<file path="src/rtl/ark_stream_if.sv">
`default_nettype none
// +----------------------------------------------------------------------+
// | ark_stream_if : valid/ready bus for the AddRoundKey stream stage      |
// | Optional out_parity present when ARK_PARITY_EN is defined. Rev 1.0    |
// +----------------------------------------------------------------------+
interface ark_stream_if #(
  parameter int DATA_W = 128,
  parameter int RND_W  = 4
) ();
  logic              start;
  logic              in_valid;
  logic              in_ready;
  logic [DATA_W-1:0] in_data;
  logic [DATA_W-1:0] in_key;
  logic              out_valid;
  logic              out_ready;
  logic [DATA_W-1:0] out_data;
  logic [RND_W-1:0]  out_round;
  logic              out_last;
  logic              busy;
`ifdef ARK_PARITY_EN
  logic [DATA_W/8-1:0] out_parity;

  modport slave (
    input  start, in_valid, in_data, in_key, out_ready,
    output in_ready, out_valid, out_data, out_round, out_last, busy, out_parity
  );
  modport master (
    output start, in_valid, in_data, in_key, out_ready,
    input  in_ready, out_valid, out_data, out_round, out_last, busy, out_parity
  );
`else
  modport slave (
    input  start, in_valid, in_data, in_key, out_ready,
    output in_ready, out_valid, out_data, out_round, out_last, busy
  );
  modport master (
    output start, in_valid, in_data, in_key, out_ready,
    input  in_ready, out_valid, out_data, out_round, out_last, busy
  );
`endif
endinterface
`default_nettype wire

</file>
<file path="src/rtl/ark_stream.sv">
`default_nettype none
// +----------------------------------------------------------------------+
// | ark_stream : streaming AES AddRoundKey with 2-entry skid buffer and   |
// | round tagging. Macro ARK_PARITY_EN adds per-byte parity. Rev 1.0      |
// +----------------------------------------------------------------------+
module ark_stream #(
  parameter int DATA_W     = 128,
  parameter int NUM_ROUNDS = 10,
  parameter int RND_W      = 4
) (
  input  logic        clk,
  input  logic        rst_n,
  ark_stream_if.slave bus
);
  localparam logic [RND_W-1:0] c_last_round = RND_W'(NUM_ROUNDS);

  logic              r_out_valid;
  logic [DATA_W-1:0] r_out_data;
  logic [RND_W-1:0]  r_out_round;
  logic              r_out_last;
  logic              r_skid_valid;
  logic [DATA_W-1:0] r_skid_data;
  logic [RND_W-1:0]  r_skid_round;
  logic              r_skid_last;
  logic [RND_W-1:0]  r_cnt;

  logic              w_accept;
  logic              w_out_open;
  logic [RND_W-1:0]  w_tag;
  logic              w_last;
  logic [DATA_W-1:0] w_data;
  logic [RND_W-1:0]  w_cnt_next;

  // in_ready depends only on skid occupancy, so it never follows out_ready combinationally
  assign w_accept   = bus.in_valid & ~r_skid_valid;
  assign w_out_open = ~r_out_valid | bus.out_ready;
  assign w_tag      = bus.start ? '0 : r_cnt;
  assign w_last     = (w_tag == c_last_round);
  assign w_data     = bus.in_data ^ bus.in_key;

  always_comb begin
    w_cnt_next = r_cnt;
    if (w_accept)
      w_cnt_next = w_last ? '0 : w_tag + RND_W'(1);
    else if (bus.start)
      w_cnt_next = '0;
  end

  always_ff @(posedge clk or negedge rst_n) begin
    if (!rst_n) begin
      r_cnt <= '0;
    end else begin
      r_cnt <= w_cnt_next;
    end
  end

  // Output register: skid has priority so ordering is preserved
  always_ff @(posedge clk or negedge rst_n) begin
    if (!rst_n) begin
      r_out_valid <= 1'b0;
      r_out_data  <= '0;
      r_out_round <= '0;
      r_out_last  <= 1'b0;
    end else if (w_out_open) begin
      if (r_skid_valid) begin
        r_out_valid <= 1'b1;
        r_out_data  <= r_skid_data;
        r_out_round <= r_skid_round;
        r_out_last  <= r_skid_last;
      end else if (w_accept) begin
        r_out_valid <= 1'b1;
        r_out_data  <= w_data;
        r_out_round <= w_tag;
        r_out_last  <= w_last;
      end else begin
        r_out_valid <= 1'b0;
      end
    end
  end

  always_ff @(posedge clk or negedge rst_n) begin
    if (!rst_n) begin
      r_skid_valid <= 1'b0;
      r_skid_data  <= '0;
      r_skid_round <= '0;
      r_skid_last  <= 1'b0;
    end else if (r_skid_valid) begin
      if (w_out_open)
        r_skid_valid <= 1'b0;
    end else if (w_accept && !w_out_open) begin
      r_skid_valid <= 1'b1;
      r_skid_data  <= w_data;
      r_skid_round <= w_tag;
      r_skid_last  <= w_last;
    end
  end

`ifdef ARK_PARITY_EN
  localparam int c_nbytes = DATA_W / 8;

  logic [c_nbytes-1:0] w_par;
  logic [c_nbytes-1:0] r_out_par;
  logic [c_nbytes-1:0] r_skid_par;

  // Bit i covers byte i, where byte 0 is the most significant byte
  for (genvar gi = 0; gi < c_nbytes; gi++) begin : g_par
    assign w_par[gi] = ^w_data[DATA_W-1-8*gi -: 8];
  end

  always_ff @(posedge clk or negedge rst_n) begin
    if (!rst_n) begin
      r_out_par <= '0;
    end else if (w_out_open) begin
      if (r_skid_valid)
        r_out_par <= r_skid_par;
      else if (w_accept)
        r_out_par <= w_par;
    end
  end

  always_ff @(posedge clk or negedge rst_n) begin
    if (!rst_n) begin
      r_skid_par <= '0;
    end else if (!r_skid_valid && w_accept && !w_out_open) begin
      r_skid_par <= w_par;
    end
  end

  assign bus.out_parity = r_out_par;
`endif

  assign bus.in_ready  = ~r_skid_valid;
  assign bus.out_valid = r_out_valid;
  assign bus.out_data  = r_out_data;
  assign bus.out_round = r_out_round;
  assign bus.out_last  = r_out_last;
  assign bus.busy      = r_out_valid | r_skid_valid | (r_cnt != '0);
endmodule
`default_nettype wire

</file>
<file path="src/flat_wrapper.sv">
// flat-port wrapper written by rule: the top's interface ports become plain ports
module ark_stream_flat 
#(
  parameter int DATA_W     = 128,
  parameter int NUM_ROUNDS = 10,
  parameter int RND_W      = 4
)
  (clk, rst_n, bus_start, bus_in_valid, bus_in_data, bus_in_key, bus_out_ready, bus_in_ready, bus_out_valid, bus_out_data, bus_out_round, bus_out_last, bus_busy);
  ark_stream_if #(.DATA_W(DATA_W), .RND_W(RND_W)) bus_i ();
  input  logic clk;
  input  logic rst_n;
  input wire logic [$bits(bus_i.start)-1:0] bus_start;
  input wire logic [$bits(bus_i.in_valid)-1:0] bus_in_valid;
  input wire logic [$bits(bus_i.in_data)-1:0] bus_in_data;
  input wire logic [$bits(bus_i.in_key)-1:0] bus_in_key;
  input wire logic [$bits(bus_i.out_ready)-1:0] bus_out_ready;
  output wire logic [$bits(bus_i.in_ready)-1:0] bus_in_ready;
  output wire logic [$bits(bus_i.out_valid)-1:0] bus_out_valid;
  output wire logic [$bits(bus_i.out_data)-1:0] bus_out_data;
  output wire logic [$bits(bus_i.out_round)-1:0] bus_out_round;
  output wire logic [$bits(bus_i.out_last)-1:0] bus_out_last;
  output wire logic [$bits(bus_i.busy)-1:0] bus_busy;
  assign bus_i.start = bus_start;
  assign bus_i.in_valid = bus_in_valid;
  assign bus_i.in_data = bus_in_data;
  assign bus_i.in_key = bus_in_key;
  assign bus_i.out_ready = bus_out_ready;
  assign bus_in_ready = bus_i.in_ready;
  assign bus_out_valid = bus_i.out_valid;
  assign bus_out_data = bus_i.out_data;
  assign bus_out_round = bus_i.out_round;
  assign bus_out_last = bus_i.out_last;
  assign bus_busy = bus_i.busy;
  ark_stream #(.DATA_W(DATA_W), .NUM_ROUNDS(NUM_ROUNDS), .RND_W(RND_W)) u_core (.clk(clk), .rst_n(rst_n), .bus(bus_i));
endmodule
</file>
<file path="config.mk">
export PLATFORM = sky130hd
export DESIGN_NAME = ark_stream_flat
export DESIGN_NICKNAME = d
export VERILOG_FILES = /design/src/rtl/ark_stream_if.sv /design/src/rtl/ark_stream.sv /design/src/flat_wrapper.sv
export SDC_FILE = /design/constraint.sdc
export NUM_CORES = 1
export LEC_CHECK = 0
export CAP_MARGIN = 0
export CORE_MARGIN = 1
export CORE_UTILIZATION = 30
export DETAILED_ROUTE_END_ITERATION = 8
export PLACE_DENSITY = 0.65
export RECOVER_POWER = 50
export SYNTH_ARGS = -nofsm -noshare
export SYNTH_HDL_FRONTEND = slang
export SYNTH_SLANG_ARGS = --single-unit
</file>
<file path="constraint.sdc">
create_clock -name clk -period 1.8 [get_ports clk]
set_input_delay 0.27 -clock clk [delete_from_list [all_inputs] [get_ports clk]]
set_output_delay 0.27 -clock clk [all_outputs]
set_load 0.05 [all_outputs]
</file>
## Word level (Yosys, flattened, before mapping)

Cells that the tools add are included.

- Bits in registers: 272
- Latch bits: 0
- Memory bits (writable): 0
- ROM bits: 0
- Input bits: 261
- Output and inout bits: 136
- Logic and storage cells: 38
- Memories: 0

- $add $sub $neg: 1
- Multiply operators: 0
- Div/mod/pow operators: 0
- $lt $le $gt $ge: 0
- Equality and inequality tests: 1
- Shifts and indexed selects: 0
- Mux-type cells: 14
- Bitwise gates (word level): 7
- Reductions and logical operators: 6

Operator list:

| operator | number |
|---|---|
| $mux 128 | 2 |
| $xor 128x128->128 | 1 |
| $mux 4 | 5 |
| $mux 1 | 7 |
| $add 4x1->4 const B | 1 |
| $eq 4x4->1 const B | 1 |
| $reduce_and 2->1 | 2 |
| $reduce_bool 4->1 | 1 |
| $or 1x1->1 | 3 |
| $not 1->1 | 2 |
| $reduce_bool 2->1 | 1 |
| $and 1x1->1 | 1 |
| $logic_and 1x1->1 | 1 |
| $logic_not 1->1 | 1 |

## Depth between registers and ports, before layout

Gate-level depths: netlist (run 1).

- Word-level depth: 6
- Depth in mapped cells: 7
- Gate-level depth less buffers: 3

## Worst setup path before layout (run 1)

No wires, ideal clock.

- Kind: register -> register
- From: register u_core.r_out_valid, in the netlist u_core.bus.out_valid
- To: register u_core.r_out_data[100], in the netlist u_core.bus.out_data[100]
- Setup time: 0.125 ns
- Arrival time: 1.686 ns
- Data required time: 1.675 ns
- Setup slack: -0.011 ns
- Cell stages (with the launch flop): 7
- Buffers on the path: 3
- Clock period less this slack: 1.811 ns
- Cell sequence: dfrtp_1 nor2b_1 or2_1 buf_6 buf_6 buf_6 mux2_4

- Cells in the longest elaborated chain, start to end: 3

RTL lines:

| what | RTL line | text |
|---|---|---|
| from (decl) | ark_stream.sv:17 | `logic r_out_valid;` |
| from (signal assigned) | ark_stream.sv:60 | `r_out_valid <= 1'b0;` |
| from (signal assigned) | ark_stream.sv:66 | `r_out_valid <= 1'b1;` |
| from (signal assigned) | ark_stream.sv:71 | `r_out_valid <= 1'b1;` |
| $not 1->1 | ark_stream.sv:36 | `assign w_out_open = ~r_out_valid \| bus.out_ready;` |
| $or 1x1->1 | ark_stream.sv:36 |  |
| $reduce_and 2->1 (no source line) | n/a |  |
| to (signal assigned) | ark_stream.sv:67 | `r_out_data <= r_skid_data;` |
| to (signal assigned) | ark_stream.sv:72 | `r_out_data <= w_data;` |
| to (decl) | ark_stream.sv:18 | `logic [DATA_W-1:0] r_out_data;` |

No other way between the ends.
A chain may end at the register's enable or synchronous reset.

## Worst setup path after layout (run 1)

- From: register u_core.r_skid_valid
- To: register u_core.r_out_data[48], in the netlist u_core.bus.out_data[48]

- Cells in the longest elaborated chain, start to end: 4
- Elaborated cells between the ends (all ways): 5
- Those cells by class: 1 x mux; 2 x bitwise; 2 x reduce/logical

RTL lines:

| what | RTL line | text |
|---|---|---|
| from (decl) | ark_stream.sv:21 | `logic r_skid_valid;` |
| from (signal assigned) | ark_stream.sv:83 | `r_skid_valid <= 1'b0;` |
| from (signal assigned) | ark_stream.sv:89 | `r_skid_valid <= 1'b0;` |
| from (signal assigned) | ark_stream.sv:91 | `r_skid_valid <= 1'b1;` |
| $not 1->1 (no source line) | n/a |  |
| $and 1x1->1 | ark_stream.sv:35 | `assign w_accept = bus.in_valid & ~r_skid_valid;` |
| $reduce_bool 2->1 (no source line) | n/a |  |
| $reduce_and 2->1 (no source line) | n/a |  |

Several ways; a longest one is shown, not always the timed one.

==> results of run 1 <==
## path summary, 6_finish.rpt
path | startpoint | to | slack, ns | depth (start not counted)
max in group asynchronous | rst_n | u_core.bus.out_data[15] | 0.20 | 4
setup reg to reg | u_core.r_skid_valid | u_core.bus.out_data[48] | -0.04 | 6
hold reg to reg | u_core.r_skid_last | u_core.r_skid_last | 0.48 | 2
hold / removal | rst_n | u_core.bus.out_data[51] | 0.15 | 2
setup / recovery | u_core.r_skid_valid | u_core.bus.out_data[48] | -0.04 | 6
min in group clk | bus_start | u_core.r_cnt[1] | 0.37 | 2
## report_power, final
| group | internal [mW] | leakage [nW] | switching [mW] |
|---|---|---|---|
| Sequential | 7.57 | 3.34 | 0.854 |
| Clock | 3.82 | 0.510 | 2.50 |
| Combinational | 3.14 | 4.34 | 4.79 |
## cells by family (layout without fill, tap and decap cells)
| family | Yosys count | in the layout |
|---|---|---|
| mux | 133 | 133 |
| simple gates | 291 | 291 |
| flops | 272 | 272 |
| compound gates | 270 | 270 |
| xor+xnor | 129 | 129 |
| buf+inv | 76 | 539 |
## worst max-delay path: stages (launching register included)
cell	delay [ns]
dfrtp_4	0.51
buf_4	0.18
nor2_2	0.12
or2_4	0.20
buf_12	0.18
buf_12	0.19
mux2_4	0.32
## area by class of cell
cell class              count  area, um^2
fillers                  3813       22500
flip-flops and latches    272        6820
multi-input cells         823        5460
repair buffers            482        4760
clock buffers              43         881
well taps                 532         666
clock inverters            13         146
inverters                   1        8.76
## cell usage in the layout (no fill, tap or decap), drive strengths merged, types with 2 or more instances in the layout
master	n
clkdlybuf4s15	6
nor2	4
clkinv	10
nand3b	2
clkdlybuf4s50	259
nor2b	3
bufinv	3
mux2	133
nand2	267
o21ai	265
nand2b	9
buf	142
clkbuf	55
a31oi	2
dfrtp	272
o41ai	2
dlygate4sd2	61
xnor2	128
## flip-flops by register name (all words and copies together) (netlist names)
register and cells:
u_core.bus.out_data 128, u_core.r_skid_data 128, u_core.bus.out_round 4, u_core.r_cnt 4, u_core.r_skid_round 4, u_core.bus.out_last 1, u_core.bus.out_valid 1, u_core.r_skid_last 1
u_core.r_skid_valid 1
## routing by layer
metal | vias up | share of wire | GRT usage
li1 | 4794 | - | -
met1 | 4675 | 0.44 | 0.192
met2 | 317 | 0.47 | 0.251
met3 | 55 | 0.061 | 0.0359
met4 | 0 | 0.024 | 0.0396
met5 | - | 0 | 0
## synthesized netlist by cell type
cell type and number:
or2_1 1, nor3_1 1, o41ai_1 2, nand4b_1 1, nand4bb_1 1, dfrtp_1 272
nand2b_1 9, mux2_4 70, mux2_2 63, o311ai_0 1, o21ai_0 265, nand2_1 267
xor2_1 1, inv_1 1, buf_4 6, nor2b_1 3, or3_1 1, clkbuf_1 32
buf_1 2, buf_2 25, buf_6 10, a31oi_1 2, nor2_1 4, xnor2_1 128
nand3b_1 2, nor4_1 1
## timing repair
| item | in CTS | in global routing |
|---|---|---|
| gates cloned | 1 | 8 |
| hold buffers | 1 | 0 |
| endpoints found under the hold margin | 163 | 0 |
| gates resized for setup | 74 | 29 |
| pin swaps | 1 | 2 |
| setup endpoints to repair | 69 | 110 |
| buffers inserted | 1 | 20 |
## stage by stage
step	hold WS, ns	util	instance area (um^2)	setup TNS [ns]	std cells
floorplan	-0.0256	-	12600	0	1171
global placement	0.133	0.421	17400	-11.83	2080
detailed placement	0.134	0.421	17400	-13.91	2080
CTS	0.136	0.446	18400	-0.203	2139
global route	0.141	0.455	18700	-5.21	2166
finish	0.149	0.455	18700	-0.696	2166
==> impl_summary.log, run 1 <==
INFO  metric outcome = complete, but fails checks
INFO  metric violations = setup timing
INFO  metric layout.nets = 1,871
INFO  metric synth_largest_type_area_fraction = 0.539
INFO  metric max_cap_viols = 0
INFO  metric fp.dieH = 207 um
INFO  metric hold_viol = 0
INFO  metric muxShareOfSynthArea = 0.139
INFO  metric worst_setup_ep_type = register
INFO  metric cell_accounting_for_the_most_synthesized_area = dfrtp_1
INFO  metric max-slew-margin-rel = 0.278
INFO  metric clock-sinks = 272
INFO  metric gpl.final_weighted_congestion = 0.762
INFO  metric fin_total_pwr = 22.7 mW
INFO  metric setup_violations = 34
INFO  metric post_synth_xor_area_fraction = 0.0895
INFO  metric finClkSkew = 0.00790 ns
INFO  metric grt_remaining_overflow = 0
INFO  metric initial_core_util = 0.306
INFO  metric ant_nets = 0
INFO  metric firstDrtPassIters = 5
INFO  metric grt_pass1_wl = 52,800 um
INFO  metric p_leak = 8.19 nW
INFO  metric worst_slew_pin_slew = 1.08 ns
INFO  metric port-buffer-count = 396
INFO  metric floorplan.die_area = 0.0429 mm^2
INFO  metric setup_slack = -0.0418 ns
INFO  metric number_of_drc_markers_in_iteration_0 = 388
INFO  metric tritoncts = yes
INFO  metric critical_path.startpoint_type = register
INFO  metric minimum_setup_slack_after_placement = -0.162 ns
INFO  metric wl = 34,500 um
INFO  metric synth_top_family_by_area = multiplexers
INFO  metric synth_fa_ha_area_frac = 0
INFO  metric synthesized_area = 0.0126 mm^2
INFO  metric via_per_inst = 4.54
INFO  metric final-max-slew-violation-count = 0
INFO  metric cellPowerDensity = 1210 mW/mm^2
INFO  metric tritoncts.num_buffers = 30
INFO  metric coreArea = 0.0412 mm^2
INFO  metric detailed_place_hpwl = 23,200 um
INFO  metric synthesized_area_fraction_occupied_by_ao_oa_aoi_and_oai_cells = 0.108
INFO  metric cts_root_buf = clkbuf_16
INFO  metric synth.lib_cells_used.distinct = 26
INFO  metric yosys_warnings = 0
INFO  metric timing.final.crit_share = 1.02
INFO  metric fmaxAchievable = 543 MHz
INFO  metric synth-seq-area-share = 0.539
INFO  metric grt_antenna_before_repair = 0
INFO  metric path_class = reg -> reg
INFO  metric design.portCount = 397
INFO  metric crit_arrival = 2.28 ns
INFO  metric area_growth_syn_to_layout = 48.4%
INFO  metric groute.usage.overall = 0.150
INFO  metric post_synth_inst_count = 1,171
INFO  metric synthesis.area_per_instance = 10.8 um^2
INFO  metric synthesis.nets = 1,432
INFO  metric post_synth_main_area_contributors = dfrtp_1, o21ai_0, xnor2_1, mux2_4, nand2_1
INFO  metric yosys_register_bits = 272
INFO  metric detail_route.wl_per_cell = 15.9 um
INFO  metric grt_start_max_net_pins = 131
INFO  metric die-width = 207 um
INFO  metric drive_gt1_frac = 0.214
INFO  metric hold_path_class = in -> async
INFO  metric critPathMaxFanout = 17
INFO  metric yosys.area_share.simple = 0.0912
INFO  metric ir_worst_vdd = 0.658 mV
INFO  metric required = 2.24 ns
INFO  metric num_rows = 74
INFO  metric finalWorstPathRequiredPeriod = 1.84 ns
INFO  metric diodes = 0
INFO  metric worst_skew_pair.late_latency = 0.56 ns
INFO  metric clock_path_buffers = 3
INFO  metric cts.htree.levels = 1
INFO  metric grt_setup_unrepaired = true
INFO  metric route.vias.total = 9,841
INFO  metric grt_pass1_vias = 9,954
INFO  metric drc = 0
INFO  metric clkTransAtPathRegs = 0.06 ns
Note: power is estimated with default switching activity, not from simulation.
==> run 2: changes to the inputs <==
--- a/config.mk
+++ b/config.mk
@@ -11,6 +11,7 @@
 export DETAILED_ROUTE_END_ITERATION = 8
 export PLACE_DENSITY = 0.65
 export RECOVER_POWER = 50
+export SLEW_MARGIN = 5
 export SYNTH_ARGS = -nofsm -noshare
 export SYNTH_HDL_FRONTEND = slang
 export SYNTH_SLANG_ARGS = --single-unit
==> results of run 2 <==
No change in the layout: final DEF, timing and power equal those of run 1.
